## config.mk

```make
export PLATFORM = sky130hd
export DESIGN_NAME = fetch_ctrl
export DESIGN_NICKNAME = d
export VERILOG_FILES = /design/src/rtl/fetch_pkg.sv /design/src/rtl/fetch_cnt.sv /design/src/rtl/fetch_ctrl.sv
export SDC_FILE = /design/constraint.sdc
export NUM_CORES = 1
export LEC_CHECK = 0
export CELL_PAD_IN_SITES_DETAIL_PLACEMENT = 0
export CELL_PAD_IN_SITES_GLOBAL_PLACEMENT = 1
export CORE_UTILIZATION = 30
export DETAILED_ROUTE_END_ITERATION = 10
export PLACE_DENSITY_LB_ADDON = 0.1
export SLEW_MARGIN = 20
export SYNTH_ARGS = -nofsm -noshare
export SYNTH_HDL_FRONTEND = slang
export SYNTH_SLANG_ARGS = --single-unit
```

## constraint.sdc

```tcl
create_clock -name clk -period 3.2 [get_ports clk]
set_input_delay 0.64 -clock clk [delete_from_list [all_inputs] [get_ports clk]]
set_output_delay 0.64 -clock clk [all_outputs]
set_load 0.1 [all_outputs]
```

## src/rtl/fetch_pkg.sv

```systemverilog
// rtl/fetch_pkg.sv - shared types and constants for the fetch controller
// Purpose: FSM state encoding, program entry addresses, done word and
//          prog_sel encoding used by fetch_ctrl and its bench.
// Ports:   none (package).
package fetch_pkg;

   typedef enum logic [1:0] {
      ST_IDLE = 2'd0,
      ST_RUN  = 2'd1,
      ST_HALT = 2'd2
   } state_t;

   localparam logic [1:0] PSEL_PROD = 2'd0;
   localparam logic [1:0] PSEL_STR  = 2'd1;
   localparam logic [1:0] PSEL_PAIR = 2'd2;
   localparam logic [1:0] PSEL_RSVD = 2'd3;

   localparam logic [7:0] ENTRY_PROD = 8'd0;
   localparam logic [7:0] ENTRY_STR  = 8'd28;
   localparam logic [7:0] ENTRY_PAIR = 8'd48;

   localparam logic [8:0] DONE_WORD = 9'b0;

   function automatic logic [7:0] entry_of(input logic [1:0] sel);
      case (sel)
         PSEL_STR:  entry_of = ENTRY_STR;
         PSEL_PAIR: entry_of = ENTRY_PAIR;
         default:   entry_of = ENTRY_PROD;
      endcase
   endfunction

endpackage

```

## src/rtl/fetch_cnt.sv

```systemverilog
// rtl/fetch_cnt.sv - saturating retired-instruction counter
// Purpose: counts retired instructions, sticks at all-ones, clears on clr.
// Ports:   clk, rst_n (async active-low), clr (synchronous clear, wins over
//          inc), inc (count enable), count [W-1:0].
module fetch_cnt #(
   parameter int W = 16
) (
   input  logic         clk,
   input  logic         rst_n,
   input  logic         clr,
   input  logic         inc,
   output logic [W-1:0] count
);

   localparam logic [W-1:0] ONE = W'(1);

   always_ff @(posedge clk or negedge rst_n) begin
      if (!rst_n) begin
         count <= '0;
      end else if (clr) begin
         count <= '0;
      end else if (inc && (count != '1)) begin
         count <= count + ONE;
      end
   end

endmodule

```

## src/rtl/fetch_ctrl.sv

```systemverilog
// rtl/fetch_ctrl.sv - program fetch controller (PC sequencing, done/fault)
// Purpose: launches one of three programs, steps PC through instruction
//          memory, follows branches, stops on the done word or on an
//          illegal address.
// Config:  FETCH_CNT_EN defined -> retired counts retired instructions;
//          undefined -> retired tied to 0, no counter flops.
// Ports:   clk, rst_n (async active-low); start, prog_sel[1:0];
//          iptr[8:0] (instruction word at PC); stall; br_taken;
//          br_target[7:0]; PC[7:0]; instr_valid; busy; done; fault;
//          retired[CNT_W-1:0].
module fetch_ctrl
   import fetch_pkg::*;
#(
   parameter logic [7:0] PC_LAST = 8'd68,
   parameter int         CNT_W   = 16
) (
   input  logic             clk,
   input  logic             rst_n,
   input  logic             start,
   input  logic [1:0]       prog_sel,
   input  logic [8:0]       iptr,
   input  logic             stall,
   input  logic             br_taken,
   input  logic [7:0]       br_target,
   output logic [7:0]       PC,
   output logic             instr_valid,
   output logic             busy,
   output logic             done,
   output logic             fault,
   output logic [CNT_W-1:0] retired
);

   state_t state;
   logic   accept_start;
   logic   is_done_word;

   // start is only honoured outside RUN
   assign accept_start = start && (state != ST_RUN);
   assign is_done_word = (iptr == DONE_WORD);

   // busy is registered, so this is the only combinational output
   assign instr_valid  = busy && !stall && !is_done_word;

   always_ff @(posedge clk or negedge rst_n) begin
      if (!rst_n) begin
         state <= ST_IDLE;
         PC    <= 8'd0;
         busy  <= 1'b0;
         done  <= 1'b0;
         fault <= 1'b0;
      end else begin
         case (state)
            ST_RUN: begin
               if (!stall) begin
                  // done word outranks any branch on the same instruction
                  if (is_done_word) begin
                     state <= ST_HALT;
                     busy  <= 1'b0;
                     done  <= 1'b1;
                  end else if (br_taken) begin
                     if (br_target > PC_LAST) begin
                        state <= ST_HALT;
                        busy  <= 1'b0;
                        fault <= 1'b1;
                     end else begin
                        PC <= br_target;
                     end
                  end else if (PC == PC_LAST) begin
                     // running off the end faults instead of wrapping
                     state <= ST_HALT;
                     busy  <= 1'b0;
                     fault <= 1'b1;
                  end else begin
                     PC <= PC + 8'd1;
                  end
               end
            end
            default: begin
               if (accept_start) begin
                  done <= 1'b0;
                  if (prog_sel == PSEL_RSVD) begin
                     state <= ST_HALT;
                     busy  <= 1'b0;
                     fault <= 1'b1;
                  end else begin
                     state <= ST_RUN;
                     busy  <= 1'b1;
                     fault <= 1'b0;
                     PC    <= entry_of(prog_sel);
                  end
               end
            end
         endcase
      end
   end

`ifdef FETCH_CNT_EN
   fetch_cnt #(
      .W(CNT_W)
   ) u_cnt (
      .clk   (clk),
      .rst_n (rst_n),
      .clr   (accept_start),
      .inc   (instr_valid),
      .count (retired)
   );
`else
   assign retired = '0;
`endif

endmodule

```

### Word-level counts from Yosys, hierarchy flattened

Index checks and enable logic that the tools add are counted.

| word-level totals | value |
|---|---|
| bits in registers | 13 |
| input port bits | 24 |
| output and inout bits | 28 |

| operators by class | value |
|---|---|
| add/sub/neg operators | 1 |
| $lt $le $gt $ge | 1 |
| eq/ne operators | 16 |
| muxes and demuxes | 37 |
| reduce and logical (&&, ||, !) cells | 11 |

Operator list:

| operator | count |
|---|---|
| two-way mux 8 bit | 8 |
| two-way mux 1 bit | 20 |
| two-way mux 2 bit | 8 |
| inequality test 3 bit (second input constant) | 4 |
| one-hot mux 6 bit (2 select lines) | 1 |
| logical NOT 9 bit | 1 |
| adder 8 x 1 -> 8 bit (second input constant) | 1 |
| == test 8 x 7 -> 1 bit (second input constant) | 1 |
| > comparator 8 x 7 -> 1 bit (second input constant) | 1 |
| inequality test 4 bit (second input constant) | 2 |
| inequality test 2 bit (second input constant) | 3 |
| AND reduction 6 bit | 1 |
| AND reduction 5 bit | 1 |
| == test 2 x 1 -> 1 bit (second input constant) | 2 |
| == test 2 bit (second input constant) | 2 |
| inequality test 2 x 1 -> 1 bit (second input constant) | 2 |
| AND reduction 4 bit | 1 |
| logical AND 1 bit | 3 |
| AND reduction 3 bit | 1 |
| logical NOT 1 bit | 2 |
| nonzero test 2 bit | 1 |

### Logic depth before layout (Yosys ltp)

| depth | value |
|---|---|
| depth in word-level cells | 6 |
| mapped depth | 7 |
| depth with buffers taken out | 7 |

### Least setup slack after synthesis

OpenSTA, ideal clock, no wires.

| timing path | value |
|---|---|
| path type | reg-to-output |
| start point | register state[0] (netlist name) |
| end point | output instr_valid |
| arrival time | 3.169 ns |
| slack | -0.609 ns |
| stages on the path, launching flop included | 3 |
| cell sequence | dfrtp_1 -> inv_1 -> nor3_1 |

RTL lines:

| element | line | source |
|---|---|---|
| to (decl) | fetch_ctrl.sv:26 | `output logic instr_valid,` |

### Final worst setup path

| timing path | value |
|---|---|
| start point | input iptr[2] |
| end point | output instr_valid |

| on the way | value |
|---|---|
| longest elaborated chain between the ends | 3 |

RTL lines:

| element | line | source |
|---|---|---|
| from (decl) | fetch_ctrl.sv:21 | `input logic [8:0] iptr,` |
| logical NOT 9 bit | fetch_ctrl.sv:39 | `assign is_done_word = (iptr == DONE_WORD);` |
| logical NOT 1 bit | fetch_ctrl.sv:42 | `assign instr_valid = busy && !stall && !is_done_word;` |
| logical AND 1 bit | fetch_ctrl.sv:42 |  |

No other way between the ends.

==> summary.md <==
| Metric | Value |
|---|---|
| Startpoint types | input port |
| Vias per cell | 4.73 |
| Outcome | complete, no violations |
| Yosys top cell area share | slightly below 30% |
| DR WL/cell | between 10 and 15 µm |
| Clock network power share | a little under a tenth |
| Power share of the sequential group | approximately 22% |
| Net Sw Frac | 61.2% |
| Int Pwr | roughly 520 µW |
| Die area | 0.00371 mm² |
| EDFF count, synth | 0 |
| Post-synthesis register bit count | 12 |
| Area leader, netlist | dfrtp_1 |
| Final WL | 2760 µm |
| Pleak | about 0.62 nW |
| N_diodes | 0 |
| Hold Vio Cnt, Final | 0 |
| Maximum vdd ir drop | between 0.6 and 0.7 mV |
| Clk slew on worst S/H paths | about 0.090 ns |
| DR pass1 iterations | 4 |
| Area Overhead vs Synth | 35.2% |
| Most frequent cell after synthesis | buf_4 |
| Minimum clock period | approximately 2.5 ns |
| Core Area | between 0.003 and 0.004 mm² |
| Vias post-DR | just under 1000 |
| Grt total ovfl | 0 |
| Setup total negative slack | 0 ns |
| CTS Buffer Depth | 2 |
| Non-Filler Instances | just over 200 |
| Post_cts resized | 0 |
| Net Switching | roughly 820 µW |
| Count of final max-slew check failures | 0 |
| Worst-Margin Slew | approximately 0.62 ns |
| Avg Cell Area, Syn | around 8.5 µm² |
| Residual DRC | 0 |
| Synth area leaders | dfrtp_1 29%, buf_4 12%, ha_1 6.0% |
| Skew final | ~0.00090 ns |
| Synth cell count leaders | 17 x buf_4, 12 x dfrtp_1, 12 x o21ai_0 |
| Vias in the first global route | 929 |
| Dpl cell area | between 0.001 and 0.0015 mm² |
| Height of the die | about 61 µm |
| Final instance area | around 0.0014 mm² |
| Comb pwr share | 68.9% |
| Cell area power density | 948 mW/mm² |
| Reg area | about 300 µm² |
| GRT Util Overall | 16.0% |
| CP Capture Type | output port |
| Chip width | ~61 µm |
| Sequential share of the synthesized area | between 20 and 30% |
| Fin crit share | between 70% and 80% |
| TritonCTS clock tree | done |
| Arr. time, crit path | ~1.9 ns |
| CP required | approximately 2.6 ns |
| Mapped Area | around 0.0010 mm² |
| CP max FO | 3 |
| Largest net degree at the start of global routing | 13 |
| Net count, final | between 150 and 200 |
| Max-cap violations | 0 |
| 1st-iter DRT viols | 12 |
| Synth warn | 0 |
| Placer Congestion | between 0.7 and 0.8 |
| Fmax | 397 MHz |
| Clock latency on the worst-skew pair | about 0.27 ns |
| First-pass GRT wire length | approximately 4200 µm |
| Htree depth | 1 |
| Postcts setup bufs | 0 |
| Clk sinks | 12 |
| Crit path kind | in2out |
| Initial core utilization | a little under a third |
| ANT nets after route | 0 |
| Cells after DPL | 201 |
| Main flop type after synthesis | dfrtp_1 |
| Fillers | 364 |
| # rows | 21 |
| Yosys cell types | 37 |
| CTS Hold Buffers Added | 0 |
| Final setup violation count | 0 |
| Relative slew slack | ~59% |
| Port Buf Inserts | 35 |
| I/O Pins | 52 |
| Tightest Hold Check Type | reg2reg |
| Hpwl dp | about 2200 µm |
| Cells after synthesis | around 120 |
| CTS buffer count | 3 |
| Unrepaired setup endpoints after global routing | no |
| Fraction of registers with async set/reset | 100% |
| Area of the multi-input gates | between 600 and 700 µm² |
| Initial antenna violation count | 0 |
| Share of cells above drive strength 1 | between 10% and 20% |
| Root Buffer | clkbuf_4 |
-- logic make-up after synthesis --
| family | Yosys count | share of synthesized area, % |
|---|---|---|
| multiplexers | 6 | 6.25 |
| other | 1 | 0.360 |
| adder cells (fa/ha/maj) | 5 | 6.01 |
| XOR/XNOR | 6 | 5.05 |
| flip-flops | 12 | 28.8 |
| buffers and inverters | 26 | 15.6 |
| AO/OA/AOI/OAI | 30 | 19.2 |
| AND/OR/NAND/NOR | 36 | 18.6 |
-- sequential cells by signal (all words and copies together), names as in the netlist --
register,flops
fault,1
PC,8
done,1
state,2
-- worst paths after layout --
| kind | cells after the start | end | slack, ns | from |
|---|---|---|---|---|
| max | 5 | instr_valid | 0.68 | iptr[2] |
| max reg2reg | 5 | PC[3]$_DFFE_PN0P_ | 1.21 | state[0]$_DFFE_PN0P_ |
| max in group asynchronous | 1 | state[0]$_DFFE_PN0P_ | 2.06 | rst_n |
| min reg2reg | 1 | done$_DFFE_PN0P_ | 0.51 | done$_DFFE_PN0P_ |
| min in group asynchronous | 1 | PC[1]$_DFFE_PN0P_ | 0.75 | rst_n |
| min | 1 | done$_DFFE_PN0P_ | 0.51 | done$_DFFE_PN0P_ |
-- placed cells by master, fill, tap and decap left out, types with 2 or more instances in the layout --
master / netlist / routed
clkdlybuf4s50_1: 0 / 23
conb_1: 1 / 16
buf_4: 17 / 13
dfrtp_1: 12 / 12
o21ai_0: 12 / 12
inv_1: 7 / 7
nor2_1: 6 / 6
nand2_1: 6 / 6
a21oi_1: 5 / 5
xnor2_1: 5 / 5
ha_1: 5 / 5
nand3_1: 4 / 4
mux2_1: 4 / 4
and3_1: 3 / 3
nand2b_1: 3 / 3
clkbuf_4: 0 / 3
nor3_1: 3 / 2
nor2_2: 2 / 2
nor2b_1: 2 / 2
nand4_1: 2 / 2
o31ai_1: 2 / 2
o22ai_1: 2 / 2
mux2i_1: 2 / 2
o41ai_1: 2 / 2
-- metrics by stage --
| stage | total power, mW | hold WS (ns) | utilization (%) | setup slack (ns) |
|---|---|---|---|---|
| after global routing | 1.41 | 0.526 | 42.2 | 0.616 |
| after detailed placement | 1.21 | 0.488 | 41.1 | 0.671 |
| final | 1.33 | 0.514 | 42.2 | 0.679 |
| after global placement | 1.21 | 0.489 | 41.1 | 0.698 |
| after floorplan | 1.01 | 0.344 | - | 0.216 |
| after CTS | 1.35 | 0.518 | 42.2 | 0.663 |
-- per-layer routing --
| layer | part of all wire, % | GRT usage, % | vias up |
|---|---|---|---|
| met2 | 47 | 27.3 | 34 |
| met4 | 1.0 | 6.17 | 0 |
| met1 | 47 | 20.1 | 457 |
| li1 | - | - | 475 |
| met5 | 0 | 0 | - |
| met3 | 4.4 | 2.56 | 4 |
-- power groups by stage --
| stage | clock network [mW] | registers (mW) | logic, mW |
|---|---|---|---|
| after detailed placement | 0 | 0.290 | 0.922 |
| after CTS | 0.133 | 0.289 | 0.923 |
| final | 0.127 | 0.288 | 0.919 |
| after global placement | 0 | 0.288 | 0.923 |
| after global routing | 0.139 | 0.299 | 0.967 |
| after floorplan | 0 | 0.619 | 0.396 |
-- worst max-delay path, cell delays in order --
cell	delay (ns)
clkdlybuf4s50_1	0.40
nor4_1	0.34
and3_1	0.27
nor3_2	0.07
buf_12	0.16
-- final cells by class --
type,instances,area share (%)
Multi-Input combinational cell,99,45.4
Sequential cell,12,21.3
Clock buffer,4,2.58
Inverter,7,1.87
Tap cell,46,4.09
Timing Repair Buffer,37,24.7
Power figures use the tool's default switching activity.
